$ cat config.mk
export PLATFORM = sky130hd
export DESIGN_NAME = greenhouse_vent_plant
export DESIGN_NICKNAME = d
export VERILOG_FILES = /design/src/rtl/greenhouse_pkg.sv /design/src/rtl/greenhouse_step_timer.sv /design/src/rtl/greenhouse_vent_plant.sv
export SDC_FILE = /design/constraint.sdc
export NUM_CORES = 1
export LEC_CHECK = 0
export CAP_MARGIN = 10
export CORE_ASPECT_RATIO = 0.75
export CORE_MARGIN = 1.5
export CORE_UTILIZATION = 45
export CTS_CLUSTER_DIAMETER = 80
export CTS_CLUSTER_SIZE = 12
export DETAILED_ROUTE_END_ITERATION = 10
export GPL_ROUTABILITY_DRIVEN = 1
export PLACE_DENSITY_LB_ADDON = 0.15
export SLEW_MARGIN = 0
export SYNTH_ARGS = -nofsm -noshare
export SYNTH_HDL_FRONTEND = slang
export SYNTH_SLANG_ARGS = --single-unit
$ cat constraint.sdc
create_clock -name clk -period 8.4 [get_ports clk]
set_input_delay 1.68 -clock clk [delete_from_list [all_inputs] [get_ports clk]]
set_output_delay 1.68 -clock clk [all_outputs]
set_load 0.01 [all_outputs]
$ cat src/rtl/greenhouse_pkg.sv
// Shared types and constants for the greenhouse controller / plant pair.
// Holds the vent state encodings, temperature width and controller hysteresis.
package greenhouse_pkg;

    localparam int TEMP_W = 8;
    localparam int TH     = 5;

    typedef enum logic [1:0] {
        VENT_CLOSED  = 2'd0,
        VENT_OPENING = 2'd1,
        VENT_OPEN    = 2'd2,
        VENT_CLOSING = 2'd3
    } vent_state_e;

    // One-degree move toward the target; holds when already there.
    function automatic logic signed [TEMP_W-1:0] move_toward(
        input logic signed [TEMP_W-1:0] cur,
        input logic signed [TEMP_W-1:0] target
    );
        if (cur < target) begin
            return cur + 8'sd1;
        end else if (cur > target) begin
            return cur - 8'sd1;
        end
        return cur;
    endfunction

endpackage

$ cat src/rtl/greenhouse_step_timer.sv
// Programmable-period tick generator: pulses step_o once every period_i cycles.
// A synchronous clear restarts the count without producing a pulse.
module greenhouse_step_timer (
    input  logic       clk,
    input  logic       rst,
    input  logic       clear_i,
    input  logic [7:0] period_i,
    output logic       step_o
);

    logic [7:0] timer_q;
    logic [7:0] timer_d;

    // NOTE: every combinational output gets a default first so no latch is inferred.
    always_comb begin
        timer_d = timer_q + 8'd1;
        step_o  = 1'b0;
        if (clear_i) begin
            timer_d = '0;
        end else if (timer_q == period_i - 8'd1) begin
            timer_d = '0;
            step_o  = 1'b1;
        end
    end

    // NOTE: sequential state uses non-blocking assignments only.
    always_ff @(posedge clk or posedge rst) begin
        if (rst) begin
            timer_q <= '0;
        end else begin
            timer_q <= timer_d;
        end
    end

endmodule

$ cat src/rtl/greenhouse_vent_plant.sv
// Vent actuator plus greenhouse thermal plant for closed-loop simulation.
// Optional GREENHOUSE_SOLAR_GAIN_EN adds solar_on, heating the house while the vent is not fully open.
module greenhouse_vent_plant
    import greenhouse_pkg::*;
#(
    parameter int                       TRAVEL_CYCLES = 4,
    parameter int                       OPEN_PERIOD   = 2,
    parameter int                       LEAK_PERIOD   = 16,
    parameter logic signed [TEMP_W-1:0] INIT_TEMP     = 8'sd70
) (
    input  logic              clk,
    input  logic              rst,
    input  logic              vent_req,
    input  logic [TEMP_W-1:0] outside_temp,
    input  logic              load,
    input  logic [TEMP_W-1:0] load_temp,
`ifdef GREENHOUSE_SOLAR_GAIN_EN
    input  logic              solar_on,
`endif
    output logic [TEMP_W-1:0] greenhouse_temp,
    output logic              temp_g_greenhouse_temp,
    output logic [1:0]        vent_state,
    output logic              vent_open
);

    localparam logic [7:0] TRAVEL_LAST = 8'(TRAVEL_CYCLES - 1);

    vent_state_e              state_q, state_d;
    logic [7:0]               tcnt_q, tcnt_d;
    logic                     vent_open_q;
    logic signed [TEMP_W-1:0] temp_q, temp_d;
    logic                     open_edge;
    logic                     timer_clear;
    logic [7:0]               period;
    logic                     step;

    // tcnt counts remaining travel; a reversal restarts from the mirrored position.
    always_comb begin
        state_d = state_q;
        tcnt_d  = tcnt_q;
        unique case (state_q)
            VENT_CLOSED: begin
                if (vent_req) begin
                    state_d = VENT_OPENING;
                    tcnt_d  = TRAVEL_LAST;
                end
            end
            VENT_OPENING: begin
                if (!vent_req) begin
                    state_d = VENT_CLOSING;
                    tcnt_d  = TRAVEL_LAST - tcnt_q;
                end else if (tcnt_q == '0) begin
                    state_d = VENT_OPEN;
                end else begin
                    tcnt_d = tcnt_q - 8'd1;
                end
            end
            VENT_OPEN: begin
                if (!vent_req) begin
                    state_d = VENT_CLOSING;
                    tcnt_d  = TRAVEL_LAST;
                end
            end
            VENT_CLOSING: begin
                if (vent_req) begin
                    state_d = VENT_OPENING;
                    tcnt_d  = TRAVEL_LAST - tcnt_q;
                end else if (tcnt_q == '0) begin
                    state_d = VENT_CLOSED;
                end else begin
                    tcnt_d = tcnt_q - 8'd1;
                end
            end
            default: state_d = VENT_CLOSED;
        endcase
    end

    assign open_edge   = (state_d == VENT_OPEN) != (state_q == VENT_OPEN);
    assign timer_clear = load | open_edge;
    assign period      = (state_q == VENT_OPEN) ? 8'(OPEN_PERIOD) : 8'(LEAK_PERIOD);

    greenhouse_step_timer u_step_timer (
        .clk      (clk),
        .rst      (rst),
        .clear_i  (timer_clear),
        .period_i (period),
        .step_o   (step)
    );

    always_comb begin
        temp_d = temp_q;
        if (load) begin
            temp_d = $signed(load_temp);
        end else if (step) begin
`ifdef GREENHOUSE_SOLAR_GAIN_EN
            if (solar_on && state_q != VENT_OPEN)
                temp_d = (temp_q == 8'sd127) ? temp_q : temp_q + 8'sd1;
            else
`endif
                temp_d = move_toward(temp_q, $signed(outside_temp));
        end
    end

    always_ff @(posedge clk or posedge rst) begin
        if (rst) begin
            state_q     <= VENT_CLOSED;
            tcnt_q      <= '0;
            vent_open_q <= 1'b0;
            temp_q      <= INIT_TEMP;
        end else begin
            state_q     <= state_d;
            tcnt_q      <= tcnt_d;
            vent_open_q <= (state_d == VENT_OPEN);
            temp_q      <= temp_d;
        end
    end

    assign greenhouse_temp        = temp_q;
    assign temp_g_greenhouse_temp = $signed(outside_temp) > temp_q;
    assign vent_state             = state_q;
    assign vent_open              = vent_open_q;

endmodule
==> impl_metrics.py <==
metrics = {
    "outcome": {
        "outcome": "completed",
    },
    "final_layout": {
        "fin_nets": 298,
        "drive_above_1_share_pct": 5.06,
        "areaGrowthSynthToFinish_pct": 19.6,
        "diodes": 0,
    },
    "min_path": {
        "min_path_type": "register to register",
    },
    "global_routing": {
        "grt_pass1_vias": 1532,
        "overflow": 0,
        "antenna_found_initial": 0,
        "grt.total_usage_pct": 19.5,
        "grt_pass1_wl_um": 7280,
        "grt_start_max_net_pins": 28,
    },
    "timing": {
        "relSlewSlack_pct": 30.4,
        "timing.fmax_ghz": 0.184,
        "finalMaxSlewViolations": 0,
        "setup_viol": 0,
        "rsz0062_at_grt": "false",
        "timing.hold.ws_ns": 0.497,
        "post-route-min-period_ns": 5.43,
        "skew_ns": 0.00271,
        "setup_tns_ns": 0,
        "worst_pin_slew_ns": 1.04,
        "hold_viol": 0,
        "finalCritPeriodShare_pct": 64.7,
    },
    "die": {
        "rows": 20,
        "die_w_um": 79.9,
        "io_pins": 32,
        "start_util_pct": 48.0,
        "fp.dieH_um": 60.6,
        "core_area_mm2": 0.00415,
        "fp.dieArea_mm2": 0.00484,
    },
    "worst_setup_path": {
        "crit_path_top_delay_cell": "clkdlybuf4s50_1",
        "cp.arrival_ns": 3.75,
        "cp.required_ns": 6.72,
        "crit_fanout": 4,
        "cp-start-kind": "input port",
        "slowest_delay_ns": 0.61,
        "path_cells": "clkdlybuf4s50_1 > ha_1 > nand4_1 > a211o_1 > a31oi_1 > clkdlybuf4s50_1",
        "cp-end-kind": "output pin",
        "crit_family": "buffers and inverters",
        "cp_num_buf_inv": 2,
        "cp_common_cell": "clkdlybuf4s50_1",
        "path_class": "input port to output pin",
        "r2r_setup_slack_ns": 4.93,
    },
    "power": {
        "ir_drop_mv": 0.162,
        "total_power_w": 0.000499,
        "power.density_mw_per_mm2": 209,
        "p_leak_nw": 1.09,
    },
    "yosys": {
        "netlist-cell-type-count": 46,
        "yosysWarnings": 0,
        "synth-seq-area-share_pct": 34.1,
        "async_reset_ff_share_pct": 100,
        "synth_ff_type": "dfrtp_1",
        "synth.ff_latch_count": 27,
        "synth_area_mm2": 0.00199,
        "synth_nets": 267,
        "syn_inst": 227,
        "synth_area_per_cell_um2": 8.78,
        "synth-edff-count": 0,
    },
    "routing": {
        "totalWireLength_um": 4210,
        "vias": 1663,
        "vias_per_cell": 5.33,
        "wl_per_cell_um": 13.5,
        "dr.first_iter.drc_count": 61,
        "ant_nets": 0,
        "drc": 0,
        "drt_first_pass_iters": 4,
    },
    "clock_tree": {
        "post_cts_buffers": 0,
        "clockBufferDepth": 2,
        "clock-sinks": 27,
        "cts_tree": "built",
        "cts.clk_slew.worst_paths_ns": 0.09,
        "htree_levels": 1,
        "cts-root-buf": "clkbuf_8",
        "insertion_delay_ns": 0.27,
        "postCtsHoldBufs": 0,
        "cts_buffers": 3,
        "cts_resized": 0,
    },
    "place": {
        "gp_congestion": 0.831,
        "hpwl_um": 3220,
        "port_buffers": 31,
    },
    "run": {
        "timing.max_cap.violations": 0,
    },
}
==> cell type report <==
class / instances / area [um2]
Clock buffer: 3 / 41.3
Multi-Input combinational cell: 171 / 1190
Tap cell: 55 / 68.8
Clock inverter: 1 / 5.00
Sequential cell: 27 / 679
Timing Repair Buffer: 31 / 310
Fill cell: 384 / 1770
Inverter: 24 / 90.1
==> registers in the layout (all words and copies together) (netlist names) <==
register,flops
tcnt_q,8
vent_state,2
greenhouse_temp,8
vent_open,1
u_step_timer.timer_q,8
==> cells by family after synthesis <==
| logic type | count (synthesis) | synth area share [%] |
|---|---|---|
| buf+inv | 29 | 6.21 |
| compound gates | 57 | 19.3 |
| fa+ha+maj | 20 | 12.9 |
| mux | 2 | 1.00 |
| xor+xnor | 16 | 7.03 |
| flops | 27 | 34.1 |
| simple gates | 76 | 19.4 |
==> worst paths after layout <==
| check | end | depth (start not counted) | from |
|---|---|---|---|
| worst max-delay path | temp_g_greenhouse_temp | 6 | outside_temp[7] |
| worst min-delay path | greenhouse_temp[2] | 2 | greenhouse_temp[2] |
| worst max register to register | greenhouse_temp[7] | 13 | greenhouse_temp[6] |
| worst min register to register | greenhouse_temp[2] | 2 | greenhouse_temp[2] |
| max in group asynchronous | tcnt_q[6] | 2 | rst |
| min in group asynchronous | u_step_timer.timer_q[4] | 2 | rst |
==> synth_stat cells, drive strengths merged, types with 2 or more instances <==
cell / instances / area share [%]
o21ai: 10 / 2.5
mux2i: 2 / 1.0
o31a: 2 / 0.94
dfrtp: 24 / 30
o211ai: 3 / 1.4
nor2: 15 / 2.8
or3: 3 / 0.94
inv: 24 / 4.5
nand4: 3 / 0.94
nand3: 4 / 1.0
a31oi: 3 / 0.94
nand2: 28 / 5.3
a21o: 3 / 1.1
a32o: 2 / 1.0
xor2: 8 / 3.5
or3b: 2 / 0.88
buf: 2 / 1.1
a22oi: 6 / 2.3
nand2b: 4 / 1.3
o22ai: 4 / 1.3
ha: 19 / 12
clkbuf: 3 / 0.56
a21oi: 14 / 3.5
and3: 2 / 0.63
xnor2: 8 / 3.5
nor3: 6 / 1.5
o32ai: 3 / 1.3
nor4: 3 / 1.3
dfstp: 3 / 4.0
==> worst reg2reg max path: cells and delay by family, from the launching register on <==
family	cells	cell delay, ns
flip-flops	1	0.58
adder cells (fa/ha/maj)	2	0.60
buffers and inverters	2	0.29
AND/OR/NAND/NOR	2	0.52
XOR/XNOR	1	0.12
AO/OA/AOI/OAI	6	1.28
==> cells in the final DEF (no fill, tap or decap), types with 6 or more instances in the layout <==
cell type / instances
xnor2_1: 8
xor2_1: 8
a22oi_1: 6
nand2_1: 28
ha_1: 19
nor3_1: 6
dfrtp_1: 24
o21ai_0: 10
a21oi_1: 14
clkdlybuf4s50_1: 31
nor2_1: 15
inv_1: 24
==> where the power goes <==
part / internal, W / switching, W
Sequential: 0.000158 / 0.0000375
Clock: 0.0000333 / 0.0000415
Combinational: 0.000110 / 0.000119
==> per-layer routing <==
layer  GRT usage [%]  up-vias  part of all wire [%]
li1                -      865                     -
met4            3.94        0                  0.29
met5               0        -                     0
met2            27.5       30                    40
met3            4.06        2                   3.5
met1            30.6      766                    56
==> through the flow <==
stage	util, %	cell area [um2]	instances	setup WS (ns)
after floorplan	-	1990	227	4.00
after global placement	56.3	2340	308	3.02
after detailed placement	56.3	2340	308	2.97
after CTS	57.4	2380	312	2.96
after global routing	57.4	2380	312	2.84
final	57.4	2380	312	2.97
Note: power is estimated with default switching activity, not from simulation.
